--- config.mk ---
export PLATFORM = sky130hd
export DESIGN_NAME = i2s_tx_serializer
export DESIGN_NICKNAME = d
export VERILOG_FILES = /design/src/rtl/i2s_tx_serializer.sv
export SDC_FILE = /design/constraint.sdc
export NUM_CORES = 1
export LEC_CHECK = 0
export ABC_AREA = 1
export CAP_MARGIN = 25
export CORE_MARGIN = 1.5
export CORE_UTILIZATION = 30
export CTS_CLUSTER_DIAMETER = 150
export DETAILED_ROUTE_END_ITERATION = 8
export PLACE_DENSITY = 0.49
export SETUP_SLACK_MARGIN = 0.1
export SYNTH_ARGS = -nofsm -noshare
export SYNTH_HDL_FRONTEND = slang
export SYNTH_SLANG_ARGS = --single-unit
--- constraint.sdc ---
create_clock -name clk -period 3.3 [get_ports clk]
set_input_delay 0.99 -clock clk [delete_from_list [all_inputs] [get_ports clk]]
set_output_delay 0.99 -clock clk [all_outputs]
set_load 0.01 [all_outputs]
--- src/rtl/i2s_tx_serializer.sv ---
// Stereo PCM to I2S transmitter: BCLK/LRCLK generation, one-pair holding buffer, underrun flag.
// Optional macro I2S_TX_REPEAT_ON_UNDERRUN_EN: an underrun frame repeats the last loaded pair instead of zeros.
module i2s_tx_serializer #(
  parameter int DATA_W   = 16,
  parameter int BCLK_DIV = 4
) (
  input  logic              clk,
  input  logic              rst_n,
  input  logic [DATA_W-1:0] left_in,
  input  logic [DATA_W-1:0] right_in,
  input  logic              in_valid,
  output logic              in_ready,
  output logic              i2s_bclk,
  output logic              i2s_lrclk,
  output logic              i2s_sdata,
  output logic              frame_start,
  output logic              underrun
);

  localparam int FRAME_W = 2 * DATA_W;
  localparam int DIV_W   = (BCLK_DIV > 1) ? $clog2(BCLK_DIV) : 1;
  localparam int BIT_W   = $clog2(FRAME_W);

  localparam logic [DIV_W-1:0] DIV_LAST = DIV_W'(BCLK_DIV - 1);
  localparam logic [BIT_W-1:0] BIT_LAST = BIT_W'(FRAME_W - 1);
  localparam logic [BIT_W-1:0] BIT_HALF = BIT_W'(DATA_W);

  logic [DIV_W-1:0]   div_cnt;
  logic [BIT_W-1:0]   bit_cnt;
  logic [BIT_W-1:0]   bit_cnt_nxt;
  logic [FRAME_W-1:0] shift_q;
  logic [FRAME_W-1:0] idle_word;
  logic [FRAME_W-1:0] load_word;
  logic [DATA_W-1:0]  buf_left;
  logic [DATA_W-1:0]  buf_right;
  logic               buf_full;
  logic               div_tc;
  logic               fall_evt;
  logic               load_evt;
  logic               accept;

  assign div_tc      = (div_cnt == DIV_LAST);
  assign fall_evt    = div_tc && i2s_bclk;
  assign load_evt    = fall_evt && (bit_cnt == BIT_LAST);
  assign bit_cnt_nxt = (bit_cnt == BIT_LAST) ? '0 : bit_cnt + BIT_W'(1);
  assign accept      = in_valid && !buf_full;
  assign in_ready    = !buf_full;

`ifdef I2S_TX_REPEAT_ON_UNDERRUN_EN
  logic [FRAME_W-1:0] last_pair;

  always_ff @(posedge clk or negedge rst_n) begin
    if (!rst_n) begin
      last_pair <= '0;
    end else if (load_evt && buf_full) begin
      last_pair <= {buf_left, buf_right};
    end
  end

  assign idle_word = last_pair;
`else
  assign idle_word = '0;
`endif

  assign load_word = buf_full ? {buf_left, buf_right} : idle_word;

  // NOTE: pure data holding registers carry no reset; buf_full alone decides whether their contents are ever used.
  always_ff @(posedge clk) begin
    if (accept) begin
      buf_left  <= left_in;
      buf_right <= right_in;
    end
  end

  // NOTE: every register update below is non-blocking so all state samples pre-edge values in the same clk.
  always_ff @(posedge clk or negedge rst_n) begin
    if (!rst_n) begin
      div_cnt     <= '0;
      bit_cnt     <= BIT_LAST;
      shift_q     <= '0;
      buf_full    <= 1'b0;
      i2s_bclk    <= 1'b0;
      i2s_lrclk   <= 1'b1;
      i2s_sdata   <= 1'b0;
      frame_start <= 1'b0;
      underrun    <= 1'b0;
    end else begin
      frame_start <= 1'b0;
      underrun    <= 1'b0;

      if (div_tc) begin
        div_cnt  <= '0;
        i2s_bclk <= ~i2s_bclk;
      end else begin
        div_cnt <= div_cnt + DIV_W'(1);
      end

      // The registered sdata trails the shift MSB by one BCLK, giving the I2S one-bit delay.
      if (fall_evt) begin
        bit_cnt   <= bit_cnt_nxt;
        i2s_lrclk <= (bit_cnt_nxt >= BIT_HALF);
        i2s_sdata <= shift_q[FRAME_W-1];
        if (load_evt) begin
          shift_q     <= load_word;
          frame_start <= 1'b1;
          underrun    <= !buf_full;
        end else begin
          shift_q <= {shift_q[FRAME_W-2:0], 1'b0};
        end
      end

      // An accept on a load clk can only happen with the buffer empty, so it must win.
      if (accept) begin
        buf_full <= 1'b1;
      end else if (load_evt) begin
        buf_full <= 1'b0;
      end
    end
  end

endmodule

==> results.toml, run 1 <==
[yosys]
netlist_area_mm2 = 0.003115
synthAdderAreaFrac_pct = 1.205
ys_seq_elements = 76
yosys.area_share.simple_pct = 14.06
synth_top_family_by_area = "simple AND/OR/NAND/NOR gates"
synth.net_count = 325
yosys_warnings = 0
synth_cells = 287
synth_compound_area_share_pct = 12.93
synth_area_per_cell_um2 = 10.86
synth_cell_types = 23
seq_area_frac_synth_pct = 66.39
synthMuxAreaShare_pct = 0
synth_xor_area_share_pct = 0

[clock_network]
holdBufCountCts = 0
cts_resized = 0
cts_tree = "done"
clock_path_buffers = 2
clock_sinks = 76
cts_buffers = 9
htree_levels = 3
post_cts_buffers = 0
insertion_delay_ns = 0.34
cts_root_buf = "clkbuf_8"
clk_pin_slew_ns = 0.08

[finish]
nets = 363
layout_common_cells = "96 x nand2_1, 39 x dfrtp_1, 39 x clkdlybuf4s50_1"
register_area_mm2 = 0.002068
diodes = 0
nFillCells = 1030
area_delta_synth_final_pct = 23.82
drive_gt1_share_pct = 13.33
multiInputGateArea_um2 = 880.8
final_cells = 466
layout_commonest_cell = "nand2_1"

[routing]
viasPerCell = 4.294
wl_per_cell_um = 11.53
drc = 0
initialDrtViolationCount = 118
routed_wl_um = 5373
vias = 2001
drtAntennaViolNets = 0
dr.pass1.iters = 4

[pwr]
pwr-share-clk_pct = 47.5
p_sw_w = 0.0003549
netSwitchingFraction_pct = 17.98
sequentialPowerShare_pct = 49.9
ir_drop_uv = 182.1
power_density_mw_per_mm2 = 511.8
finalPower_w = 0.001974
power.leakage_nw = 1.725
p_comb_share_pct = 2.6
internal_power_w = 0.001619

[global_routing]
antenna_found_initial = 0
grt.total_usage_pct = 10.39
grt_pass1_vias = 1940
grt_pass1_wl_um = 9004
grt_max_degree = 64
overflow = 0

[timing]
drv_slew = 0
relSlewSlack_pct = 50.09
period_minus_slack_ns = 2.409
setup_tns_ns = 0
max_freq_mhz = 415.2
setup_viol_count_final = 0
skew_ns = 0.009457
worst_pin_slew_ns = 0.7486
finalHoldViolCount = 0
min_period_over_period_pct = 72.98
grt_setup_unrepaired = "false"
layout_setup_ws_ns = 0.8915

[floorplan]
die_area_mm2 = 0.01101
initial_core_util_pct = 30.59
core_area_mm2 = 0.01018
fp.dieW_um = 104.9
boundaryPins = 41
rows = 37
die-height_um = 104.9

[worst_hold_path]
hold_path_class = "reg2reg"

[setup_path]
cp-start-kind = "register"
crit_fanout = 3
worstPathArrival_ns = 1.42
worstSetupEndpointType = "output pin"
critPathRequiredTime_ns = 2.31
path_delay_family = "flip-flops"
max_stage_delay_ns = 0.55
cp_slowest_cell = "dfstp_2"
crit_chain = "clkdlybuf4s50_1"
critPathBufInv = 1
path_class = "reg2out"

[place]
port_buffers = 40
dpl.hpwl_um = 3161
gp_congestion = 0.6718
placed_cells = 450
post-place-ws_ns = 0.9843

[status]
status = "finished, final reports clean"

[flow_run]
drv_cap = 0
metal layers:
layer	track usage [%]	share of wire, %
met3	2.183	3.4
met2	16.48	47
met1	13.03	48
met5	0	0
met4	6.164	1.6
flip-flops by register name, summed over array words and instances, names as in the netlist:
signal	count
bit_cnt	4
buf_full	1
buf_left	16
buf_right	16
div_cnt	2
frame_start	1
i2s_bclk	1
i2s_lrclk	1
i2s_sdata	1
shift_q	32
underrun	1
metrics by stage:
step	hold WS [ns]	utilization (%)	cell area, µm²
floorplan	0.4099	-	3115
global placement	0.4182	35.20	3585
detailed placement	0.4267	35.20	3585
CTS	0.4389	37.87	3857
global route	0.4870	37.87	3857
finish	0.4384	37.87	3857
power groups by stage:
stage	logic (W)	registers [W]	clock network, W
final	0.0000506	0.000985	0.000938
after global routing	0.0000551	0.000985	0.000996
after CTS	0.0000528	0.000985	0.000969
after detailed placement	0.0000525	0.00100	0
after global placement	0.0000530	0.00100	0
after floorplan	0.000000000609	0.00101	0
cell families after synthesis:
logic type,Yosys count
and+or+nand+nor,111
DFF,76
AOI/OAI and AO/OA,70
buffers and inverters,27
adders and majority gates,3
worst paths after layout:
kind | startpoint | endpoint | slack (ns) | cells after the start
max | i2s_lrclk | i2s_lrclk | 0.89 | 1
min | div_cnt[0] | div_cnt[0] | 0.44 | 1
max reg2reg | bit_cnt[0] | shift_q[23] | 1.22 | 8
min reg2reg | div_cnt[0] | div_cnt[0] | 0.44 | 1
max in group asynchronous | rst_n | shift_q[23] | 2.10 | 2
min in group asynchronous | rst_n | i2s_sdata | 0.49 | 1
Yosys cell counts:
cell	count	area share (%)
nor3_1	1	0.16
nor2_4	1	0.36
inv_4	1	0.20
a21oi_1	21	3.4
nor2_1	8	0.96
o21ai_1	27	4.3
ha_1	3	1.2
o211ai_1	2	0.48
dfrtp_1	39	31
nand2_4	1	0.36
buf_6	7	2.5
a21oi_2	12	3.4
buf_2	7	1.1
o21bai_1	1	0.24
inv_2	2	0.24
nand2_1	96	12
dfstp_2	5	4.2
edfxtp_1	32	31
o21ai_0	7	1.1
clkbuf_1	2	0.24
buf_4	1	0.24
nand3_1	4	0.64
inv_1	7	0.84
final cells by class:
type                            count  area share [%]
Tap cell                          136           4.411
Sequential cell                    76           53.62
Clock buffer                       10           3.568
Multi-Input combinational cell    184           22.83
Timing Repair Buffer               44           11.03
Inverter                           10           1.038
Clock inverter                      6           3.503
(Power assumes the default switching activity.)
==> run 2: changes to the inputs <==
--- a/config.mk
+++ b/config.mk
@@ -11,7 +11,7 @@
 export CORE_UTILIZATION = 30
 export CTS_CLUSTER_DIAMETER = 150
 export DETAILED_ROUTE_END_ITERATION = 8
-export PLACE_DENSITY = 0.49
+export PLACE_DENSITY = 0.5
 export SETUP_SLACK_MARGIN = 0.1
 export SYNTH_ARGS = -nofsm -noshare
 export SYNTH_HDL_FRONTEND = slang
==> constraint.sdc (replaced) <==
create_clock -name clk -period 2.16 [get_ports clk]
set_input_delay 0.648 -clock clk [delete_from_list [all_inputs] [get_ports clk]]
set_output_delay 0.648 -clock clk [all_outputs]
set_load 0.01 [all_outputs]
==> results.toml, run 2 (same netlist as run 1, synthesis figures left out) <==
[timing]
grt_setup_unrepaired = "false"
worst_pin_slew_ns = 0.5257
skew_ns = 0.003426
period_minus_slack_ns = 1.960
setup_tns_ns = 0
min_period_over_period_pct = 90.75
finalHoldViolCount = 0
setup_viol_count_final = 0
max_freq_mhz = 510.2
relSlewSlack_pct = 64.96
drv_slew = 0

[clock_network]
clock_sinks = 76
htree_levels = 3
cts_tree = "done"
cts_buffers = 9
cts_root_buf = "clkbuf_8"
insertion_delay_ns = 0.34
post_cts_buffers = 0
clock_path_buffers = 2
clk_pin_slew_ns = 0.07

[routing]
wl_per_cell_um = 11.69
vias = 2043
dr.pass1.iters = 4
drc = 0
drtAntennaViolNets = 0
routed_wl_um = 5506
initialDrtViolationCount = 56
viasPerCell = 4.338

[global_routing]
grt.total_usage_pct = 11.33
grt_pass1_vias = 2119
overflow = 0
grt_max_degree = 39
grt_pass1_wl_um = 9694
antenna_found_initial = 0

[setup_path]
path_class = "reg2out"
path_delay_family = "buffers and inverters"
cp-start-kind = "register"
cp_slowest_cell = "clkdlybuf4s50_1"
critPathRequiredTime_ns = 1.51
r2r_setup_slack_ns = 0.39
max_stage_delay_ns = 0.56
critPathBufInv = 1
crit_start = "i2s_bclk"
reg2reg_from = "bit_cnt[0]"
crit_chain = "clkdlybuf4s50_1"
worstPathArrival_ns = 1.31
worstSetupEndpointType = "output pin"
r2r-end = "shift_q[12]"
cp-endpoint = "i2s_bclk"
crit_cells = 1
ff2ff_path_depth = 8
crit_fanout = 3

[floorplan]
fp.dieW_um = 104.9
boundaryPins = 41
initial_core_util_pct = 30.59
core_area_mm2 = 0.01018
die_area_mm2 = 0.01101
rows = 37
die-height_um = 104.9

[finish]
layout_common_cells = "96 x nand2_1, 39 x dfrtp_1, 37 x clkdlybuf4s50_1"
final_cells = 471
area_delta_synth_final_pct = 22.41
drive_gt1_share_pct = 13.13
reg_top3 = "shift_q x32, buf_left x16, buf_right x16"
diodes = 0
final_area_mm2 = 0.003814
layout_commonest_cell = "nand2_1"
regMostFlops = "shift_q"
multiInputGateArea_um2 = 880.8
nets = 368
register_area_mm2 = 0.002068
nFillCells = 1047
largest_reg_flops = 32

[place]
placed_cells = 455
dpl.hpwl_um = 3608
placed_area_mm2 = 0.003660
gp_congestion = 0.7280
port_buffers = 40

[pwr]
power.leakage_nw = 1.731
ir_drop_uv = 224.2
power_density_mw_per_mm2 = 651.0

[flow_run]
drv_cap = 0

[worst_hold_path]
hold_path_class = "in2async"

[status]
status = "finished, final reports clean"
-- run 2: layer usage --
layer	up-vias	routed length (µm)	track usage (%)
met5	-	0	0
met4	0	112	5.284
met3	10	213	3.369
met2	29	2530	18.07
met1	960	2650	14.08
li1	1044	-	-
-- run 2: timing repair --
item / in CTS / in global routing
hold endpoints to repair: 0 / 0
cloned: 0 / 0
setup endpoints to repair: 1 / 1
hold buffers: 0 / 0
resized for setup: 1 / 1
-- run 2: how the worst min path moves through the flow --
stage	startpoint	endpoint	slack [ns]	cells after the start
floorplan	rst_n	buf_full	0.35	0
global placement	div_cnt[0]	div_cnt[0]	0.42	1
detailed placement	div_cnt[0]	div_cnt[0]	0.43	1
CTS	rst_n	shift_q[24]	0.29	1
global route	rst_n	shift_q[24]	0.31	1
finish	rst_n	shift_q[24]	0.28	1
-- run 2: area by class of cell --
class / instances / share of cell area, %
clock buffer: 13 / 3.642
sequential: 76 / 54.23
inverter: 10 / 1.050
tap: 136 / 4.462
timing repair buffer: 49 / 13.16
multi-input combinational: 184 / 23.10
clock inverter: 3 / 0.3609
-- run 2: through the flow --
step           hold slack (ns)  setup slack, ns  total power (W)  utilization [%]
5_1_grt                 0.3082           0.1341         0.002594            37.44
3_3_place_gp            0.4204           0.3693         0.001620            35.93
6_report                0.2757           0.1998         0.002483            37.44
4_1_cts                 0.2892           0.1432         0.002522            37.42
3_5_place_dp            0.4339           0.3605         0.001620            35.93
2_1_floorplan           0.3524           0.2964         0.001536                -
-- run 2: power breakdown --
part	switching, W	internal [W]	total, W
clock network	0.000484	0.000412	0.000896
logic	0.0000245	0.0000567	0.0000812
registers	0	0.00151	0.00151
